--- src/rtl/axil_csr_pkg.sv ---
// Shared types and helpers for the AXI4-Lite CSR responder: response codes,
// register-map sizing defaults and word-index classification.
package axil_csr_pkg;

    typedef enum logic [1:0] {
        AXIL_OKAY   = 2'b00,
        AXIL_SLVERR = 2'b10
    } axil_resp_e;

    typedef enum logic [1:0] {
        REG_RW      = 2'b00,
        REG_RO      = 2'b01,
        REG_INVALID = 2'b10
    } reg_class_e;

    localparam int unsigned AXIL_ADDR_W   = 10;
    localparam int unsigned AXIL_DATA_W   = 32;
    localparam int unsigned AXIL_IDX_W    = AXIL_ADDR_W - 2;
    localparam int unsigned AXIL_NUM_RW   = 8;
    localparam int unsigned AXIL_NUM_RO   = 4;
    localparam int unsigned AXIL_NUM_REGS = AXIL_NUM_RW + AXIL_NUM_RO;

    // RW registers sit first in the map, RO registers directly after them.
    function automatic reg_class_e classify_index(
        input int unsigned idx,
        input int unsigned num_rw,
        input int unsigned num_ro
    );
        reg_class_e cls;
        if (idx < num_rw) begin
            cls = REG_RW;
        end else if (idx < (num_rw + num_ro)) begin
            cls = REG_RO;
        end else begin
            cls = REG_INVALID;
        end
        return cls;
    endfunction

endpackage

--- src/rtl/axil_csr_responder_hold.sv ---
// One-entry holding register (valid + payload) used to park an accepted AW
// or W beat until the write can commit.
module axil_hold_reg #(
    parameter int unsigned width_p = 8
) (
    input  logic               aclk,
    input  logic               aresetn,
    input  logic               i_enq,
    input  logic [width_p-1:0] i_data,
    input  logic               i_deq,
    output logic               o_full,
    output logic [width_p-1:0] o_data
);

    logic               r_full;
    logic [width_p-1:0] r_data;

    // Entry state: dequeue wins, enqueue only happens while empty.
    always_ff @(posedge aclk or negedge aresetn) begin
        if (!aresetn) begin
            r_full <= 1'b0;
            r_data <= '0;
        end else if (i_deq) begin
            r_full <= 1'b0;
        end else if (i_enq) begin
            r_full <= 1'b1;
            r_data <= i_data;
        end
    end

    assign o_full = r_full;
    assign o_data = r_data;

endmodule

--- src/rtl/axil_csr_responder.sv ---
// AXI4-Lite responder exposing RW control and RO status registers; bad
// accesses complete with SLVERR so the bus can never hang.
module axil_csr_responder
    import axil_csr_pkg::*;
#(
    parameter int unsigned addr_width_p = AXIL_ADDR_W,
    parameter int unsigned data_width_p = AXIL_DATA_W,
    parameter int unsigned num_rw_p     = AXIL_NUM_RW,
    parameter int unsigned num_ro_p     = AXIL_NUM_RO
) (
    input  logic                             aclk,
    input  logic                             aresetn,
    input  logic [addr_width_p-1:0]          s_axil_awaddr_i,
    input  logic [2:0]                       s_axil_awprot_i,
    input  logic                             s_axil_awvalid_i,
    output logic                             s_axil_awready_o,
    input  logic [data_width_p-1:0]          s_axil_wdata_i,
    input  logic [data_width_p/8-1:0]        s_axil_wstrb_i,
    input  logic                             s_axil_wvalid_i,
    output logic                             s_axil_wready_o,
    output logic [1:0]                       s_axil_bresp_o,
    output logic                             s_axil_bvalid_o,
    input  logic                             s_axil_bready_i,
    input  logic [addr_width_p-1:0]          s_axil_araddr_i,
    input  logic [2:0]                       s_axil_arprot_i,
    input  logic                             s_axil_arvalid_i,
    output logic                             s_axil_arready_o,
    output logic [data_width_p-1:0]          s_axil_rdata_o,
    output logic [1:0]                       s_axil_rresp_o,
    output logic                             s_axil_rvalid_o,
    input  logic                             s_axil_rready_i,
    output logic [num_rw_p*data_width_p-1:0] csr_o,
    output logic [num_rw_p-1:0]              csr_w_v_o,
    input  logic [num_ro_p*data_width_p-1:0] status_i
);

    localparam int unsigned IDX_W  = addr_width_p - 2;
    localparam int unsigned STRB_W = data_width_p / 8;
    localparam int unsigned W_W    = data_width_p + STRB_W;

    logic [data_width_p-1:0] r_csr [num_rw_p];
    logic [num_rw_p-1:0]     r_csr_w_v;
    logic                    r_bvalid;
    logic [1:0]              r_bresp;
    logic                    r_rvalid;
    logic [1:0]              r_rresp;
    logic [data_width_p-1:0] r_rdata;

    logic                    w_aw_full;
    logic                    w_w_full;
    logic [IDX_W-1:0]        w_aw_idx;
    logic [W_W-1:0]          w_w_payload;
    logic [data_width_p-1:0] w_wr_data;
    logic [STRB_W-1:0]       w_wr_strb;
    logic                    w_aw_fire;
    logic                    w_w_fire;
    logic                    w_ar_fire;
    logic                    w_commit;
    reg_class_e              w_wr_cls;
    logic [IDX_W-1:0]        w_ar_idx;
    logic [data_width_p-1:0] w_rd_data;
    axil_resp_e              w_rd_resp;
    logic                    w_unused_bits;

    assign w_unused_bits = ^{s_axil_awprot_i, s_axil_arprot_i,
                             s_axil_awaddr_i[1:0], s_axil_araddr_i[1:0]};

    // Readies are forced low during reset even though the entries are empty.
    assign s_axil_awready_o = aresetn & ~w_aw_full;
    assign s_axil_wready_o  = aresetn & ~w_w_full;
    assign s_axil_arready_o = aresetn & (~r_rvalid | s_axil_rready_i);

    assign w_aw_fire = s_axil_awvalid_i & s_axil_awready_o;
    assign w_w_fire  = s_axil_wvalid_i & s_axil_wready_o;
    assign w_ar_fire = s_axil_arvalid_i & s_axil_arready_o;
    assign w_commit  = w_aw_full & w_w_full & (~r_bvalid | s_axil_bready_i);

    axil_hold_reg #(
        .width_p (IDX_W)
    ) u_aw_hold (
        .aclk    (aclk),
        .aresetn (aresetn),
        .i_enq   (w_aw_fire),
        .i_data  (s_axil_awaddr_i[addr_width_p-1:2]),
        .i_deq   (w_commit),
        .o_full  (w_aw_full),
        .o_data  (w_aw_idx)
    );

    axil_hold_reg #(
        .width_p (W_W)
    ) u_w_hold (
        .aclk    (aclk),
        .aresetn (aresetn),
        .i_enq   (w_w_fire),
        .i_data  ({s_axil_wstrb_i, s_axil_wdata_i}),
        .i_deq   (w_commit),
        .o_full  (w_w_full),
        .o_data  (w_w_payload)
    );

    assign w_wr_data = w_w_payload[data_width_p-1:0];
    assign w_wr_strb = w_w_payload[W_W-1:data_width_p];
    assign w_wr_cls  = classify_index(32'(w_aw_idx), num_rw_p, num_ro_p);
    assign w_ar_idx  = s_axil_araddr_i[addr_width_p-1:2];

    // Write commit: byte-lane update, one-cycle pulse and B response.
    always_ff @(posedge aclk or negedge aresetn) begin
        if (!aresetn) begin
            for (int k = 0; k < int'(num_rw_p); k++) begin
                r_csr[k] <= '0;
            end
            r_csr_w_v <= '0;
            r_bvalid  <= 1'b0;
            r_bresp   <= 2'b00;
        end else begin
            r_csr_w_v <= '0;
            if (w_commit) begin
                r_bvalid <= 1'b1;
                r_bresp  <= (w_wr_cls == REG_RW) ? AXIL_OKAY : AXIL_SLVERR;
                if (w_wr_cls == REG_RW) begin
                    for (int k = 0; k < int'(num_rw_p); k++) begin
                        if (w_aw_idx == IDX_W'(k)) begin
                            r_csr_w_v[k] <= 1'b1;
                            for (int b = 0; b < int'(STRB_W); b++) begin
                                if (w_wr_strb[b]) begin
                                    r_csr[k][b*8 +: 8] <= w_wr_data[b*8 +: 8];
                                end
                            end
                        end
                    end
                end
            end else if (s_axil_bready_i) begin
                r_bvalid <= 1'b0;
            end
        end
    end

    // Read mux; RW registers are read before this edge's write lands.
    always_comb begin
        w_rd_data = '0;
        w_rd_resp = AXIL_SLVERR;
        case (classify_index(32'(w_ar_idx), num_rw_p, num_ro_p))
            REG_RW: begin
                w_rd_resp = AXIL_OKAY;
                for (int k = 0; k < int'(num_rw_p); k++) begin
                    w_rd_data = (w_ar_idx == IDX_W'(k)) ? r_csr[k] : w_rd_data;
                end
            end
            REG_RO: begin
                w_rd_resp = AXIL_OKAY;
                for (int j = 0; j < int'(num_ro_p); j++) begin
                    w_rd_data = (w_ar_idx == IDX_W'(int'(num_rw_p) + j))
                              ? status_i[j*data_width_p +: data_width_p]
                              : w_rd_data;
                end
            end
            default: begin
                w_rd_data = '0;
                w_rd_resp = AXIL_SLVERR;
            end
        endcase
    end

    // Read response register: loads on AR accept, holds until rready.
    always_ff @(posedge aclk or negedge aresetn) begin
        if (!aresetn) begin
            r_rvalid <= 1'b0;
            r_rresp  <= 2'b00;
            r_rdata  <= '0;
        end else if (w_ar_fire) begin
            r_rvalid <= 1'b1;
            r_rresp  <= w_rd_resp;
            r_rdata  <= w_rd_data;
        end else if (s_axil_rready_i) begin
            r_rvalid <= 1'b0;
        end
    end

    for (genvar k = 0; k < int'(num_rw_p); k++) begin : g_csr_out
        assign csr_o[k*data_width_p +: data_width_p] = r_csr[k];
    end

    assign csr_w_v_o       = r_csr_w_v;
    assign s_axil_bvalid_o = r_bvalid;
    assign s_axil_bresp_o  = r_bresp;
    assign s_axil_rvalid_o = r_rvalid;
    assign s_axil_rresp_o  = r_rresp;
    assign s_axil_rdata_o  = r_rdata;

endmodule

--- config.mk ---
export PLATFORM = sky130hd
export DESIGN_NAME = axil_csr_responder
export DESIGN_NICKNAME = d
export VERILOG_FILES = /design/src/rtl/axil_csr_pkg.sv /design/src/rtl/axil_csr_responder_hold.sv /design/src/rtl/axil_csr_responder.sv
export SDC_FILE = /design/constraint.sdc
export NUM_CORES = 1
export LEC_CHECK = 0
export CORE_MARGIN = 3
export CORE_UTILIZATION = 43
export DETAILED_ROUTE_END_ITERATION = 10
export GPL_ROUTABILITY_DRIVEN = 0
export PLACE_DENSITY = 0.79
export SLEW_MARGIN = 20
export SYNTH_ARGS = -nofsm -noshare
export SYNTH_HDL_FRONTEND = slang
export SYNTH_SLANG_ARGS = --single-unit
--- constraint.sdc ---
create_clock -name aclk -period 2.1 [get_ports aclk]
set_clock_uncertainty 0.2 [all_clocks]
set_input_delay 0.315 -clock aclk [delete_from_list [all_inputs] [get_ports aclk]]
set_output_delay 0.315 -clock aclk [all_outputs]
set_load 0.01 [all_outputs]
# --- Word-level counts from Yosys, hierarchy flattened ---
# Cells that the tools add are included.
word_totals:
  register_bits: 348
  inputBits: 197
  output_inout_bits: 305
  wordCells: 160
op_classes:
  magnitude_cmp: 4
  n_eq_ne: 19
  muxes: 37
  bitwise_logic: 15
  reduce_logical: 43
ops:
  columns: ["cell", "n"]
  rows:
  - ["2-to-1 mux 32 bit", 12]
  - ["AND reduction 4 bit", 32]
  - ["equality test 8 x 3 -> 1 bit, second input constant", 8]
  - ["case mux 32 bit (2 select lines)", 1]
  - ["equality test 8 x 2 -> 1 bit, second input constant", 4]
  - ["equality test 8 x 4 -> 1 bit, second input constant", 4]
  - ["less-than comparator 8 x 4 -> 1 bit, second input constant", 4]
  - ["equality test 8 x 1 -> 1 bit, second input constant", 2]
  - ["logical NOT 8 bit", 2]
  - ["2-to-1 mux 1 bit", 16]
  - ["2-to-1 mux 8 bit", 2]
  - ["2-to-1 mux 2 bit", 6]
  - ["AND 1 bit", 8]
  - ["nonzero test 2 bit", 4]
  - ["NOT 1 bit", 5]
  - ["logical NOT 2 bit", 2]
  - ["AND reduction 2 bit", 2]
  - ["equality test 2 x 1 -> 1 bit, second input constant", 1]
  - ["bitwise OR 1 bit", 2]
  - ["OR reduction 2 bit", 1]

# --- Depth between registers and ports, before layout ---
# Gate-level depths: netlist of run 1.
logic_depth:
  ltp_word: 10
  ltp_mapped: 7

# --- Cells and area by module ---
# A second synthesis of run 1 with hierarchy kept.
hier_totals:
  cells_unflattened: 1254
  hier_area_um2: 16434.5
by_module_without_submodules:
  columns: ["module", "instances", "cells_per_inst", "area_each_um2"]
  rows:
  - ["axil_csr_responder", 1, 1153, 14511.4]
  - ["axil_hold_reg (u_w_hold)", 1, 80, 1545.2]
  - ["axil_hold_reg (u_aw_hold)", 1, 21, 377.9]

# --- Least setup slack after synthesis of run 1 ---
# OpenSTA, ideal clock, no wires.
synth_timing:
  path_type: "register to register"
  startpoint: "register r_bvalid (netlist: s_axil_bvalid_o)"
  endpoint: "register r_csr (netlist bit csr_o[168])"
  setup_ns: 0.125
  arrival_ns: 1.750
  required_ns: 1.775
  path_slack_ns: 0.026
  path_stages_with_launch: 7
  path_buffers: 2
  path_cell_list: "dfrtp_1 nor2b_1 nor4b_2 buf_6 and3_1 buf_2 mux2_2"
synth_between:
  elab_chain_len: 4
synth_rtl:
  columns: ["element", "line_no", "source"]
  rows:
  - ["start: declaration", "axil_csr_responder.sv:43", "logic r_bvalid;"]
  - ["start signal: assignment", "axil_csr_responder.sv:114", "r_bvalid <= 1'b0;"]
  - ["start signal: assignment", "axil_csr_responder.sv:119", "r_bvalid <= 1'b1;"]
  - ["start signal: assignment", "axil_csr_responder.sv:134", "r_bvalid <= 1'b0;"]
  - ["NOT 1 bit", "axil_csr_responder.sv:76", "assign w_commit = w_aw_full & w_w_full & (~r_bvalid | s_axil_bready_i);"]
  - ["bitwise OR 1 bit", "axil_csr_responder.sv:76", null]
  - ["AND 1 bit", "axil_csr_responder.sv:76", null]
  - ["AND reduction 4 bit (no source line)", null, null]
  - ["end signal: indexed assignment", "axil_csr_responder.sv:127", "r_csr[k][b*8 +: 8] <= w_wr_data[b*8 +: 8];"]
  - ["end: declaration", "axil_csr_responder.sv:41", "logic [data_width_p-1:0] r_csr [num_rw_p];"]
# No other way between the ends.
# A chain may end at the register's enable or synchronous reset.

# --- Final worst setup path of run 1 ---
layout_timing:
  startpoint: "register u_aw_hold.r_data[5] (netlist: u_aw_hold.o_data[5])"
  endpoint: "register r_csr (netlist bit csr_o[21])"
layout_between:
  elab_chain_len: 5
  word_cells_on_any_way: 7
layout_rtl:
  columns: ["element", "line_no", "source"]
  rows:
  - ["start: declaration", "axil_csr_responder_hold.sv:16", "logic [width_p-1:0] r_data;"]
  - ["start signal: assignment", "axil_csr_responder_hold.sv:27", "r_data <= i_data;"]
  - ["less-than comparator 8 x 4 -> 1 bit", "axil_csr_pkg.sv:32", "end else if (idx < (num_rw + num_ro)) begin"]
  - ["2-to-1 mux 2 bit", "axil_csr_pkg.sv:32", null]
  - ["2-to-1 mux 2 bit", "axil_csr_pkg.sv:30", "if (idx < num_rw) begin"]
  - ["logical NOT 2 bit", "axil_csr_responder.sv:121", "if (w_wr_cls == REG_RW) begin"]
  - ["AND reduction 4 bit (no source line) (*)", null, null]
# Every way passes the cells marked *; elsewhere a longest branch is shown, timed or not.

==> summary.txt, run 1 <==
Synthesis-to-finish area growth: 50.3%
Clock latency at the later pin of the worst-skew pair: 530 ps
Post-route DRC: 0
Global Route Usage Sum: 0.278
Final std cells w/o fill: 2187
Via count: 12600
Largest net degree at the start of global routing: 139
CP peak stage delay: 560 ps
Synth Area in Adders: 0
Setup crit end kind: flip-flop
H-tree depth: 2
Minimum clock period: 2260 ps
Global route overflow: 0
Ys async rst share: 1.00
Share of cells above drive strength 1: 0.384
DR WL/cell: 26.5 um
Sequential-to-total area share from yosys stat: 0.532
Antenna violations before repair: 4
Synth top area share: 0.532
Post-Synth Simple-Gate Area: 0.0534
Most used DFF post-synth: dfrtp_1
Mapped Area: 16300 um^2
Status: finished with violations
Failing checks: setup timing
Die Ht: 201 um
Period utilization: 1.08
CTS tree: yes
CP Launch Type: flip-flop
CP Cell Sequence: or4_4 > nor2_4 > buf_12 > buf_4 > nand3_4 > mux2_2
IO buf count: 489
EDFF count, synth: 0
Post-synthesis register bit count: 346
CP delay by family, top: simple AND/OR/NAND/NOR gates
Placed cell count: 2096
Synth cell types: 45
Final hold vios: 0
Die W: 201 um
Ys Warns: 0
Post-DP HPWL: 40900 um
Final WS setup: -159 ps
Root buffer cell: clkbuf_16
First-pass GRT wire length: 85900 um
Synth area leader: dfrtp_1
RSZ-0062 raised after global routing: yes
DIE AREA: 40200 um^2
Synth top area cells: dfrtp_1, mux2_2, mux4_2
CTS Buffer Depth: 3
Max-slew headroom: 0.446
Initial cell density of the core: 0.440
Via count of the first global-routing pass: 13200
Antenna viol nets, final: 0
Final setup viols: 148
Initial detailed-routing violation count: 837
Clk slew on worst S/H paths: 60 ps
CTS sink cnt: 346
Avg Cell Area, Syn: 15.0 um^2
Worst vdd ir: 733 uV
Post-synth top cells: dfrtp_1, mux2_2, mux4_2
FMAX: 443 MHz
Synth Area in Compound Gates: 0.0710
Final WL: 57900 um
Critical path class: flip-flop to flip-flop
Crit-path max FO: 12
Pre-CTS setup slack: -355 ps
Num ports: 502
Crit path arrival time: 2470 ps
Worst Path Required: 2310 ps
Via/cell ratio: 5.78
Hold WC Path Type: input pin to flip-flop
# rows: 70
Multiplexer area fraction after synthesis: 0.318
Slowest stage cell, crit path: or4_4
Syn Inst Count: 1087
Max_cap viols: 0
WP buf/inv: 2
Total CTS buffers: 39
Pre-Repair DR Iteration Count: 5
Final setup TNS: -9500 ps
Largest family of logic cells by synthesized area: multiplexers
Max-slew violations: 0
Worst-Margin Slew: 832 ps
PwrDens: 920 nW/um^2
Cell with the most instances after synthesis: dfrtp_1
Nets: 1846
Core region area: 37000 um^2
Pleak: 11.0 nW
XOR/XNOR Fraction of Synth Area: 0
Final core utilization: 0.662
-- report_power, final --
| group | switching [W] | internal [W] |
|---|---|---|
| logic | 0.00243 | 0.00344 |
| registers | 0.00170 | 0.00779 |
| clock network | 0.00274 | 0.00442 |
-- timing repair --
action                     CTS  global route
resized for setup           26            73
cloned                       1             2
hold buffers                 1             1
setup buffers               11             4
setup endpoints to repair  189           409
pin swaps                    8            10
hold endpoints to repair   195             3
-- flip-flops by register name (all words and copies together) (netlist names) --
register / count
s_axil_rresp_o: 1
u_w_hold.o_full: 1
s_axil_rvalid_o: 1
u_aw_hold.o_data: 8
csr_o: 256
s_axil_rdata_o: 32
csr_w_v_o: 8
s_axil_bresp_o: 1
u_aw_hold.o_full: 1
u_w_hold.o_data: 36
s_axil_bvalid_o: 1
-- cell usage in the layout, fill, tap and decap left out, types with 3 or more instances in the layout --
cell	n
a31oi_1	3
a2111oi_0	3
nand3_2	4
clkbuf_1	7
mux4_2	59
o31ai_1	32
a22o_1	3
clkbuf_16	43
clkinv_2	5
nand2b_1	4
nor2b_1	8
diode_2	4
nand2_1	9
and3_4	5
o221a_2	26
dfrtp_1	344
and2_1	3
o22ai_1	8
dlymetal6s2s_1	5
a32oi_1	32
mux2_4	49
a21oi_1	34
buf_4	57
buf_12	31
nand4_4	8
nand3_4	18
mux2i_1	7
clkdlybuf4s50_1	477
clkbuf_8	10
nor2_1	36
buf_6	13
mux2_2	283
bufinv_16	4
-- cell families (layout without fill, tap and decap cells) --
kind of cell,after synthesis,in the layout
compound gates,148,148
buf+inv,78,669
flops,346,346
mux,398,398
other cells,1,6
simple gates,116,116
-- final cells by class --
cell class / count / area, um^2
Fill cell: 2602 / 12500
Sequential cell: 346 / 8660
Multi-Input combinational cell: 664 / 7550
Timing Repair Buffer: 595 / 6220
Clock buffer: 58 / 1190
Tap cell: 504 / 631
Clock inverter: 13 / 178
Inverter: 3 / 11.3
Antenna cell: 4 / 10.0
-- through the flow --
stage	power, W	hold WS (ps)	cell area, um^2
2_1_floorplan	0.0115	-181	16300
3_3_place_gp	0.0148	-63.7	22500
5_1_grt	0.0234	106	24500
6_report	0.0225	104	24500
4_1_cts	0.0223	90.6	24100
3_5_place_dp	0.0149	-63.9	22500
-- per-layer routing --
metal,up-vias,GRT usage,share of wire
met1,6579,0.369,0.41
met3,126,0.0624,0.073
li1,5336,-,-
met4,2,0.107,0.036
met5,-,0,0.00022
met2,587,0.446,0.48
-- worst reg2reg max path, stage by stage, from the launching register on --
cell and delay (ps):
dfrtp_1 420, or4_4 560, nor2_4 140, buf_12 190, buf_4 150, nand3_4 170
mux2_2 330
-- path summary, 6_finish.rpt --
path | depth (start not counted) | endpoint | from | slack [ps]
min reg2reg | 2 | s_axil_rdata_o[14] | s_axil_rdata_o[14] | 290
min | 4 | s_axil_rvalid_o | aresetn | 100
max in group asynchronous | 4 | u_aw_hold.o_data[3] | aresetn | 580
max | 6 | csr_o[21] | u_aw_hold.o_data[5] | -160
min in group asynchronous | 3 | csr_o[51] | aresetn | 180
max reg2reg | 6 | csr_o[21] | u_aw_hold.o_data[5] | -160
No activity file was read; power rests on OpenSTA's default activity.
==> run 2: changes to the inputs <==
Settings changed: CORE_UTILIZATION 43 to 40, PLACE_DENSITY 0.79 to 0.75.
==> run 2 against run 1 <==
The run still ends with setup timing left. Die area increased by 7.3%. Global-route usage decreased by 0.68 points. Highest routed layer unchanged. Flip-flop and latch count unchanged. Non-clock buffer count increased by 5. Critical path type unchanged. Sequential share of layout area about the same. Clock power decreased by 2%. Count of clock-buffer cells in the layout decreased by 1. Combinational power decreased by 0.9%. First-iteration DRC count decreased by 15%. Total power decreased by 1.3%. Critical path depth increased by 1. Via count decreased by 0.56%.
==> summary.txt, run 2 (synthesis results as in run 1) <==
Antenna violations before repair: 5
Die Ht: 208 um
Initial detailed-routing violation count: 712
Clock latency at the later pin of the worst-skew pair: 560 ps
Failing checks: setup timing
FMAX: 437 MHz
Max FFs per register: 256
# rows: 73
Switching Fraction: 0.307
Commonest non-fill, non-tap cell in the layout: clkdlybuf4s50_1
Worst flop-to-flop path endpoint: csr_o[24]
Via/cell ratio: 5.68
Crit-path max FO: 8
Global route overflow: 0
Largest net degree at the start of global routing: 166
Worst Hold Launch: s_axil_wdata_i[1]
Max-slew violations: 0
Share of cells above drive strength 1: 0.382
Int Power: 0.0154 W
Final instance area: 24400 um^2
Hold Path End: u_w_hold.o_data[1]
Final setup viols: 154
Pre-Repair DR Iteration Count: 5
Most frequent cells in the layout: clkdlybuf4s50_1, dfrtp_1, mux2_2, buf_4, mux4_2
Worst-Margin Slew: 921 ps
Worst Path Required: 2330 ps
Pleak: 11.3 nW
CP Launch Type: flip-flop
Synthesis-to-finish area growth: 50.2%
H-tree depth: 2
Max-slew headroom: 0.386
Met1 Track Usage GR: 0.330
Final setup TNS: -13160 ps
Nets: 1851
CTS Buffer Depth: 3
Setup crit end kind: flip-flop
R2R setup slack: -190 ps
M2 GR Usage: 0.453
Worst vdd ir: 597 uV
Root buffer cell: clkbuf_16
Total CTS buffers: 39
RSZ-0062 raised after global routing: yes
Grt peak-use layer: met2
Final std cells w/o fill: 2210
DR WL/cell: 26.9 um
Post-DP HPWL: 43300 um
Reg power frac: 0.423
Final hold vios: 0
Via count: 12600
Area of the multi-input gates: 7460 um^2
DIE AREA: 43100 um^2
Met3 global-route usage: 0.0783
Minimum clock period: 2290 ps
Worst Hold Depth: 2
Pre-CTS setup slack: -434 ps
Critical path class: flip-flop to flip-flop
Post-route DRC: 0
Die W: 208 um
Period utilization: 1.09
WHS: 173 ps
Worst R2R Path Depth: 7
First-pass GRT wire length: 89200 um
Sequential cell area: 8660 um^2
Clock Power Share: 0.315
PwrDens: 909 nW/um^2
Placed cell count: 2121
CTS tree: yes
Clk slew on worst S/H paths: 60 ps
RR Startpoint: u_aw_hold.o_data[4]
CTS sink cnt: 346
FILL cells: 3121
Core region area: 40000 um^2
Antenna viol nets, final: 0
Hold WC Path Type: input pin to flip-flop
Max_cap viols: 0
P_sw: 0.00682 W
Global Route Usage Sum: 0.271
Num ports: 502
Final WL: 59400 um
IO buf count: 489
Placed cell areas: 22700 um^2
Status: finished with violations
Final WS setup: -190 ps
Initial cell density of the core: 0.407
Via count of the first global-routing pass: 13600
Crit path arrival time: 2520 ps
Part of the power in combinational logic: 0.262
run 2: power by group through the flow:
stage	logic (W)	registers, W	clock network [W]
floorplan	0.00238	0.00916	0
global placement	0.00546	0.00938	0
detailed placement	0.00556	0.00946	0
CTS	0.00576	0.00935	0.00713
global route	0.00616	0.00959	0.00740
finish	0.00582	0.00941	0.00699
run 2: critical path, cell delays in order, from the launching register on:
cell,delay [ps]
dfrtp_1,420
or4_4,530
nor2_4,120
buf_12,140
buf_12,130
buf_6,100
nand3_4,190
mux2_4,350
run 2: per-stage QoR:
stage                     total power (W)   util
after global routing               0.0231  0.611
final                              0.0222  0.611
after floorplan                    0.0115      -
after CTS                          0.0222  0.605
after global placement             0.0148  0.567
after detailed placement           0.0150  0.567
run 2: how the worst max path moves through the flow:
stage                                    from    endpoint  slack (ps)  depth (start not counted)
after floorplan               s_axil_bvalid_o  csr_o[168]          30                          6
after global placement        s_axil_bready_i  csr_o[173]        -420                          7
after detailed placement      s_axil_bready_i  csr_o[172]        -430                          7
after CTS                 u_aw_hold.o_data[5]   csr_o[22]        -190                          7
after global routing      u_aw_hold.o_data[5]   csr_o[24]        -230                          7
final                     u_aw_hold.o_data[4]   csr_o[24]        -190                          7
run 2: layer usage:
| layer | routed length, um | up-vias |
|---|---|---|
| li1 | - | 5343 |
| met5 | 24 | - |
| met3 | 4810 | 127 |
| met2 | 29100 | 598 |
| met4 | 2240 | 4 |
| met1 | 23100 | 6487 |
run 2: cell type report:
type,instances,share of cell area
Inverter,3,0.000461
Clock inverter,12,0.00640
Multi-Input combinational cell,664,0.305
Antenna cell,3,0.000307
Clock buffer,57,0.0477
Tap cell,525,0.0269
Sequential cell,346,0.354
Timing Repair Buffer,600,0.259
run 2: what timing repair did:
item,4_1_cts,5_1_grt
setup buffers,10,7
gates cloned,2,1
setup endpoints to repair,191,280
pin swaps,8,4
endpoints found under the hold margin,347,0
hold buffers,1,0
resized for setup,29,72
==> run 3: changes to the inputs <==
Settings changed: SLEW_MARGIN 20 to 25.
==> results of run 3 <==
Same layout as run 2: the final DEF is identical, and so are final timing and power.
